<file path="config.mk">
export PLATFORM = sky130hd
export DESIGN_NAME = slot_spin_controller
export DESIGN_NICKNAME = d
export VERILOG_FILES = /design/src/rtl/slot_pkg.sv /design/src/rtl/spin_tick_gen.sv /design/src/rtl/slot_spin_controller.sv
export SDC_FILE = /design/constraint.sdc
export NUM_CORES = 1
export LEC_CHECK = 0
export ABC_AREA = 1
export ABC_CLOCK_PERIOD_IN_PS = 3600
export BUFFER_PORTS_ARGS = -buffer_cell sky130_fd_sc_hd__buf_2
export CORE_ASPECT_RATIO = 0.7
export CORE_MARGIN = 10
export CORE_UTILIZATION = 30
export DETAILED_ROUTE_END_ITERATION = 8
export SYNTH_ARGS = -nofsm -noshare
export SYNTH_HDL_FRONTEND = slang
export SYNTH_SLANG_ARGS = --single-unit
</file>
<file path="constraint.sdc">
create_clock -name clk -period 3.6 [get_ports clk]
set_input_delay 0.18 -clock clk [delete_from_list [all_inputs] [get_ports clk]]
set_output_delay 0.18 -clock clk [all_outputs]
set_load 0.05 [all_outputs]
</file>
<file path="src/rtl/slot_pkg.sv">
// Shared types and default sizes for the slot machine game logic.
//   slot_state_e : sequencer states (idle, reels spinning, one-cycle result judgement)
//   reel_pos_t   : one reel position at the default width
//   credit_t     : credit balance at the default width
package slot_pkg;

  localparam int unsigned DefNumReels = 3;
  localparam int unsigned DefSymbols  = 8;
  localparam int unsigned DefSymW     = 3;
  localparam int unsigned DefCreditW  = 8;

  typedef enum logic [1:0] {
    StIdle,
    StSpin,
    StResult
  } slot_state_e;

  typedef logic [DefSymW-1:0]    reel_pos_t;
  typedef logic [DefCreditW-1:0] credit_t;

endpackage

</file>
<file path="src/rtl/spin_tick_gen.sv">
// Free-running prescaler that emits a one-cycle tick every STEP_CYCLES clocks.
//   clk_i  : clock
//   rst_i  : synchronous active-high reset
//   clr_i  : synchronous clear; holds the count at zero and suppresses the tick
//   tick_o : high for one cycle when the count sits at STEP_CYCLES-1
module spin_tick_gen #(
  parameter int unsigned STEP_CYCLES = 1000000
) (
  input  logic clk_i,
  input  logic rst_i,
  input  logic clr_i,
  output logic tick_o
);

  localparam int unsigned CntW = (STEP_CYCLES > 1) ? $clog2(STEP_CYCLES) : 1;
  localparam logic [CntW-1:0] LastCnt = CntW'(STEP_CYCLES - 1);

  logic [CntW-1:0] cnt_q, cnt_d;

  always_comb begin
    if (clr_i || (cnt_q == LastCnt)) begin
      cnt_d = '0;
    end else begin
      cnt_d = cnt_q + CntW'(1);
    end
  end

  always_ff @(posedge clk_i) begin
    if (rst_i) begin
      cnt_q <= '0;
    end else begin
      cnt_q <= cnt_d;
    end
  end

  assign tick_o = ~clr_i & (cnt_q == LastCnt);

endmodule

</file>
<file path="src/rtl/slot_spin_controller.sv">
// Slot machine game sequencer: spins all reels on start, stops them in order
// (reel 0 first) on stop requests, judges the result and keeps the credit balance.
//   clk, rst        : clock, synchronous active-high reset
//   start_pulse     : one-cycle start request (costs one credit)
//   stop_pulse      : one-cycle stop request for the next spinning reel
//   reel_spinning   : bit k high while reel k spins
//   reel_pos        : packed reel positions, reel k at [k*SYM_W +: SYM_W]
//   busy            : high while spinning or judging
//   result_valid    : one-cycle pulse when a spin completes
//   win             : all positions equal; updated with result_valid, held otherwise
//   credits         : current balance
// Optional feature: define SLOT_AUTO_STOP_EN to add an auto-stop timeout that
// stops the next reel after AUTO_STOP_CYCLES clocks without a stop.
module slot_spin_controller
  import slot_pkg::*;
#(
  parameter int unsigned NUM_REELS        = DefNumReels,
  parameter int unsigned SYMBOLS          = DefSymbols,
  parameter int unsigned SYM_W            = DefSymW,
  parameter int unsigned STEP_CYCLES      = 1000000,
  parameter int unsigned CREDIT_W         = DefCreditW,
  parameter int unsigned INIT_CREDITS     = 10,
  parameter int unsigned WIN_PAYOUT       = 5,
  parameter int unsigned AUTO_STOP_CYCLES = 50000000
) (
  input  logic                       clk,
  input  logic                       rst,
  input  logic                       start_pulse,
  input  logic                       stop_pulse,
  output logic [NUM_REELS-1:0]       reel_spinning,
  output logic [NUM_REELS*SYM_W-1:0] reel_pos,
  output logic                       busy,
  output logic                       result_valid,
  output logic                       win,
  output logic [CREDIT_W-1:0]        credits
);

  localparam int unsigned IdxW = (NUM_REELS > 1) ? $clog2(NUM_REELS) : 1;

  if ((2 ** SYM_W < SYMBOLS) || (STEP_CYCLES == 0) || (AUTO_STOP_CYCLES == 0)) begin : g_cfg_err
    $error("slot_spin_controller: inconsistent parameters");
  end

  slot_state_e                state_q, state_d;
  logic [NUM_REELS-1:0]       spinning_q, spinning_d;
  logic [NUM_REELS*SYM_W-1:0] pos_q, pos_d;
  logic [IdxW-1:0]            stop_idx_q, stop_idx_d;
  logic                       result_valid_q, result_valid_d;
  logic                       win_q, win_d;
  logic [CREDIT_W-1:0]        credits_q, credits_d;

  logic              tick;
  logic              auto_stop;
  logic              start_ok;
  logic              stop_req;
  logic              last_stop;
  logic              all_equal;
  logic [CREDIT_W:0] payout_sum;

  function automatic logic [SYM_W-1:0] next_pos(input logic [SYM_W-1:0] p);
    return (p == SYM_W'(SYMBOLS - 1)) ? '0 : p + SYM_W'(1);
  endfunction

  // Prescaler only runs in SPIN, so it restarts from zero on every spin.
  spin_tick_gen #(
    .STEP_CYCLES (STEP_CYCLES)
  ) u_tick (
    .clk_i  (clk),
    .rst_i  (rst),
    .clr_i  (state_q != StSpin),
    .tick_o (tick)
  );

`ifdef SLOT_AUTO_STOP_EN
  localparam int unsigned ToW = (AUTO_STOP_CYCLES > 1) ? $clog2(AUTO_STOP_CYCLES) : 1;

  logic [ToW-1:0] to_q, to_d;

  assign auto_stop = (state_q == StSpin) && (to_q == ToW'(AUTO_STOP_CYCLES - 1));

  // Held at zero outside SPIN, so entering SPIN starts a fresh timeout.
  always_comb begin
    if ((state_q != StSpin) || stop_req) begin
      to_d = '0;
    end else begin
      to_d = to_q + ToW'(1);
    end
  end

  always_ff @(posedge clk) begin
    if (rst) begin
      to_q <= '0;
    end else begin
      to_q <= to_d;
    end
  end
`else
  assign auto_stop = 1'b0;
`endif

  // Internal and external stop in one cycle merge into a single stop.
  assign stop_req   = (state_q == StSpin) && (stop_pulse || auto_stop);
  assign start_ok   = (state_q == StIdle) && start_pulse && (credits_q != '0);
  assign last_stop  = stop_req && (stop_idx_q == IdxW'(NUM_REELS - 1));
  assign payout_sum = {1'b0, credits_q} + (CREDIT_W + 1)'(WIN_PAYOUT);

  always_comb begin
    all_equal = 1'b1;
    for (int k = 1; k < NUM_REELS; k++) begin
      if (pos_q[k*SYM_W +: SYM_W] != pos_q[SYM_W-1:0]) begin
        all_equal = 1'b0;
      end
    end
  end

  // State register.
  always_ff @(posedge clk) begin
    if (rst) begin
      state_q        <= StIdle;
      spinning_q     <= '0;
      pos_q          <= '0;
      stop_idx_q     <= '0;
      result_valid_q <= 1'b0;
      win_q          <= 1'b0;
      credits_q      <= CREDIT_W'(INIT_CREDITS);
    end else begin
      state_q        <= state_d;
      spinning_q     <= spinning_d;
      pos_q          <= pos_d;
      stop_idx_q     <= stop_idx_d;
      result_valid_q <= result_valid_d;
      win_q          <= win_d;
      credits_q      <= credits_d;
    end
  end

  // Next-state logic.
  always_comb begin
    state_d = state_q;
    unique case (state_q)
      StIdle:   if (start_ok) state_d = StSpin;
      StSpin:   if (last_stop) state_d = StResult;
      StResult: state_d = StIdle;
      default:  state_d = StIdle;
    endcase
  end

  // Datapath next-state.
  always_comb begin
    spinning_d     = spinning_q;
    pos_d          = pos_q;
    stop_idx_d     = stop_idx_q;
    result_valid_d = 1'b0;
    win_d          = win_q;
    credits_d      = credits_q;

    if (start_ok) begin
      spinning_d = '1;
      stop_idx_d = '0;
      credits_d  = credits_q - CREDIT_W'(1);
    end

    if (stop_req) begin
      spinning_d[stop_idx_q] = 1'b0;
      stop_idx_d             = stop_idx_q + IdxW'(1);
    end

    // Uses the post-stop mask so a reel stopped on a tick keeps its pre-tick value.
    if (tick) begin
      for (int k = 0; k < NUM_REELS; k++) begin
        if (spinning_d[k]) begin
          pos_d[k*SYM_W +: SYM_W] = next_pos(pos_q[k*SYM_W +: SYM_W]);
        end
      end
    end

    if (state_q == StResult) begin
      result_valid_d = 1'b1;
      win_d          = all_equal;
      if (all_equal) begin
        credits_d = payout_sum[CREDIT_W] ? '1 : payout_sum[CREDIT_W-1:0];
      end
    end
  end

  // Outputs.
  always_comb begin
    busy          = (state_q == StSpin) || (state_q == StResult);
    reel_spinning = spinning_q;
    reel_pos      = pos_q;
    result_valid  = result_valid_q;
    win           = win_q;
    credits       = credits_q;
  end

endmodule

</file>
==> metrics.md <==
| Metric | Value |
|---|---|
| Status | `completed` |
| # IOs | `27` |
| ANT nets after route | `0` |
| Pre-CTS setup slack | `1.58 ns` |
| Total GRT Usage | `0.0952` |
| Longest Clk Path Bufs | `2` |
| Worst skew pair latency | `0.29 ns` |
| Reg2reg setup slack | `1.58 ns` |
| Syn Area/Cell | `between 6 and 7 µm²` |
| Share of cells above drive strength 1 | `0.156` |
| Worst reg2reg path depth | `8` |
| Fin. Hold Viols | `0` |
| H-tree levels | `2` |
| Max Slew Vio Count | `0` |
| Gpl congestion | `0.840` |
| Final non-filler cell total | `546` |
| Starting Density | `0.305` |
| Std-Cell Rows | `29` |
| Antenna violations before repair | `0` |
| Clk pin slew, worst setup/hold paths | `0.07 ns` |
| Port Buffers | `26` |
| VDD IR max | `0.000359 V` |
| Die ar. | `about 13000 µm²` |
| Overall power | `between 2 and 2.5 mW` |
| Cell Count Post-Placement | `539` |
| Wire length on met3 | `279 µm` |
| Largest net degree at the start of global routing | `21` |
| Hold WC Path Type | `input port to flip-flop` |
| Post-CTS Setup Repair Bufs | `0` |
| CP Class | `flip-flop to flip-flop` |
| First-pass GRT wire length | `10800 µm` |
| Routed WL | `approximately 6300 µm` |
| Arr. time, crit path | `between 2 and 2.5 ns` |
| Overflow after GRT | `0` |
| Hold endpoint | `credits[7]` |
| Maximum net fanout on the critical path | `20` |
| Count of nets after finishing | `444` |
| FF-to-FF End | `u_tick.cnt_q[15]` |
| Fmax | `494 MHz` |
| Leakage power | `1.47 nW` |
| Hold Path Stages | `2` |
| CTS Hold Buffers Added | `0` |
| Final period util | `0.562` |
| Clock root buffer | `clkbuf_16` |
| Post-CTS sizing | `0` |
| Seq cells post-synth | `46` |
| Post-synth top area cell | `dfxtp_1` |
| Largest cells by area after synthesis | `dfxtp_1 34%, nand2_1 11%, nor2_1 9.7%` |
| Worst-margin pin slew | `0.779 ns` |
| Syn Std Cell Area | `2740 µm²` |
| Drt initial violations | `188` |
| CTS tree | `done` |
| Mapped Cells | `between 300 and 400` |
| Area growth syn-to-layout | `15.4%` |
| Initial DRT Pass Iterations | `4` |
| Metal-1 WL | `3290 µm` |
| Worst Skew | `0.00952 ns` |
| Setup TNS | `0 ns` |
| Post-layout minimum cycle time | `just over 2 ns` |
| Core area | `9000 µm²` |
| Seq/Total Area, Yosys | `0.336` |
| Reg2reg start | `u_tick.cnt_q[0]` |
| Die Ht | `100 µm` |
| Relative slew slack | `0.479` |
| Vias in the first global route | `2299` |
| Area share of the largest cell type after synthesis | `0.336` |
| HPWL Detailed | `4880 µm` |
| Remaining DRCs | `0` |
| Min Hold Slack | `about 0.19 ns` |
| Critical path required time | `between 3 and 4 ns` |
| DR WL/cell | `approximately 11 µm` |
| Final WS setup | `1.58 ns` |
| Worst Setup Start Kind | `flip-flop` |
| Die X | `134 µm` |
| TritonCTS buffer count | `5` |
| Max-cap violations | `0` |
| Hold wc startpoint | `rst` |
| Final Setup Violations | `0` |
| Critical path endpoint category | `flip-flop` |
| Synth warn | `0` |
| Vias | `2444` |
| Antenna Cells | `0` |
| Uppermost layer routed | `met4` |
| Power density over the cells | `approximately 640 nW/µm²` |
| RSZ-0062 raised after global routing | `no` |
| Yosys cell types | `38` |
| Clk sinks | `46` |
| Post-synth net total | `about 420` |
| DR WL met2 | `approximately 2600 µm` |
| Via density per instance | `between 4 and 5` |
-- metal layers --
metal,track usage,vias up
met5,0,-
met4,0.0225,0
met3,0.0254,5
met2,0.143,38
met1,0.132,1098
li1,-,1303
-- worst max path at each step --
| stage | start | end | slack (ns) |
|---|---|---|---|
| 3_5_place_dp | u_tick.cnt_q[0] | u_tick.cnt_q[2] | 1.58 |
| 5_1_grt | u_tick.cnt_q[0] | u_tick.cnt_q[4] | 1.26 |
| 2_1_floorplan | credits[0] | reel_pos[0] | 1.69 |
| 4_1_cts | u_tick.cnt_q[0] | u_tick.cnt_q[15] | 1.58 |
| 6_report | u_tick.cnt_q[0] | u_tick.cnt_q[15] | 1.58 |
| 3_3_place_gp | u_tick.cnt_q[0] | u_tick.cnt_q[2] | 1.64 |
-- through the flow --
step                      cell area (µm²)  utilization
after detailed placement             2990        0.333
after global placement               2990        0.333
final                                3160        0.352
after floorplan                      2740            -
after CTS                            3160        0.352
after global routing                 3160        0.352
-- critical path, stage by stage (launching register included) --
cell     delay [ns]
dfxtp_1        0.42
ha_1           0.21
nand2_2        0.08
nor2_4         0.15
nand2_2        0.07
nor2_2         0.13
nand2_2        0.11
nand3_1        0.56
nor2_1         0.12
-- final cells by class --
type                       count  area (µm²)
inverter                      55         206
clock inverter                 1        30.0
multi-input combinational    288        1580
fill                        1007        5840
sequential                    46         921
tap                          124         155
timing repair buffer          26         130
clock buffer                   6         139
-- Yosys cell counts (all sizes together) --
cell,n
a211oi,2
a21oi,22
a31oi,1
and3,1
buf,4
clkbuf,1
dfxtp,46
ha,18
inv,55
nand2,91
nand3,27
nand3b,1
nand4,6
nor2,76
nor3,7
nor3b,2
o211ai,1
o21ai,19
o21bai,1
or2,3
or3,2
xnor2,1
xor2,7
-- sequential cells by signal, indices dropped and copies added, names as in the netlist --
register and flops:
credits 8, win 1, stop_idx_q 2, u_tick.cnt_q 20, state_q 2, reel_spinning 3
reel_pos 9, result_valid 1
-- cell families after synthesis --
| logic type | share of synthesized area |
|---|---|
| XOR/XNOR | 0.0256 |
| AO/OA/AOI/OAI | 0.102 |
| flip-flops | 0.336 |
| AND/OR/NAND/NOR | 0.367 |
| buffers and inverters | 0.0872 |
| adder cells (fa/ha/maj) | 0.0822 |
-- power by group --
part | internal (mW) | switching [mW] | total (mW)
Sequential | 0.573 | 0.0665 | 0.640
Clock | 0.343 | 0.190 | 0.532
Combinational | 0.230 | 0.637 | 0.867
-- layout by cell type (no fill, tap or decap), types with 2 or more instances in the layout --
cell type,netlist,layout
a211oi_1,2,2
or2_2,2,2
a21oi_2,3,3
o21ai_0,15,15
nor2_4,2,2
nor3_1,5,5
nand2_1,79,79
a21oi_4,2,2
a21oi_1,17,17
clkbuf_16,0,5
nand2_2,6,6
or3_1,2,2
nand3_1,27,27
nand2_4,6,6
inv_1,49,49
o21ai_1,3,3
dfxtp_1,46,46
buf_2,2,26
ha_1,18,18
nor3b_1,2,2
inv_2,6,6
nor2_1,71,71
nand4_1,6,6
nor2_2,2,2
xor2_1,7,7
Power figures use the tool's default switching activity.
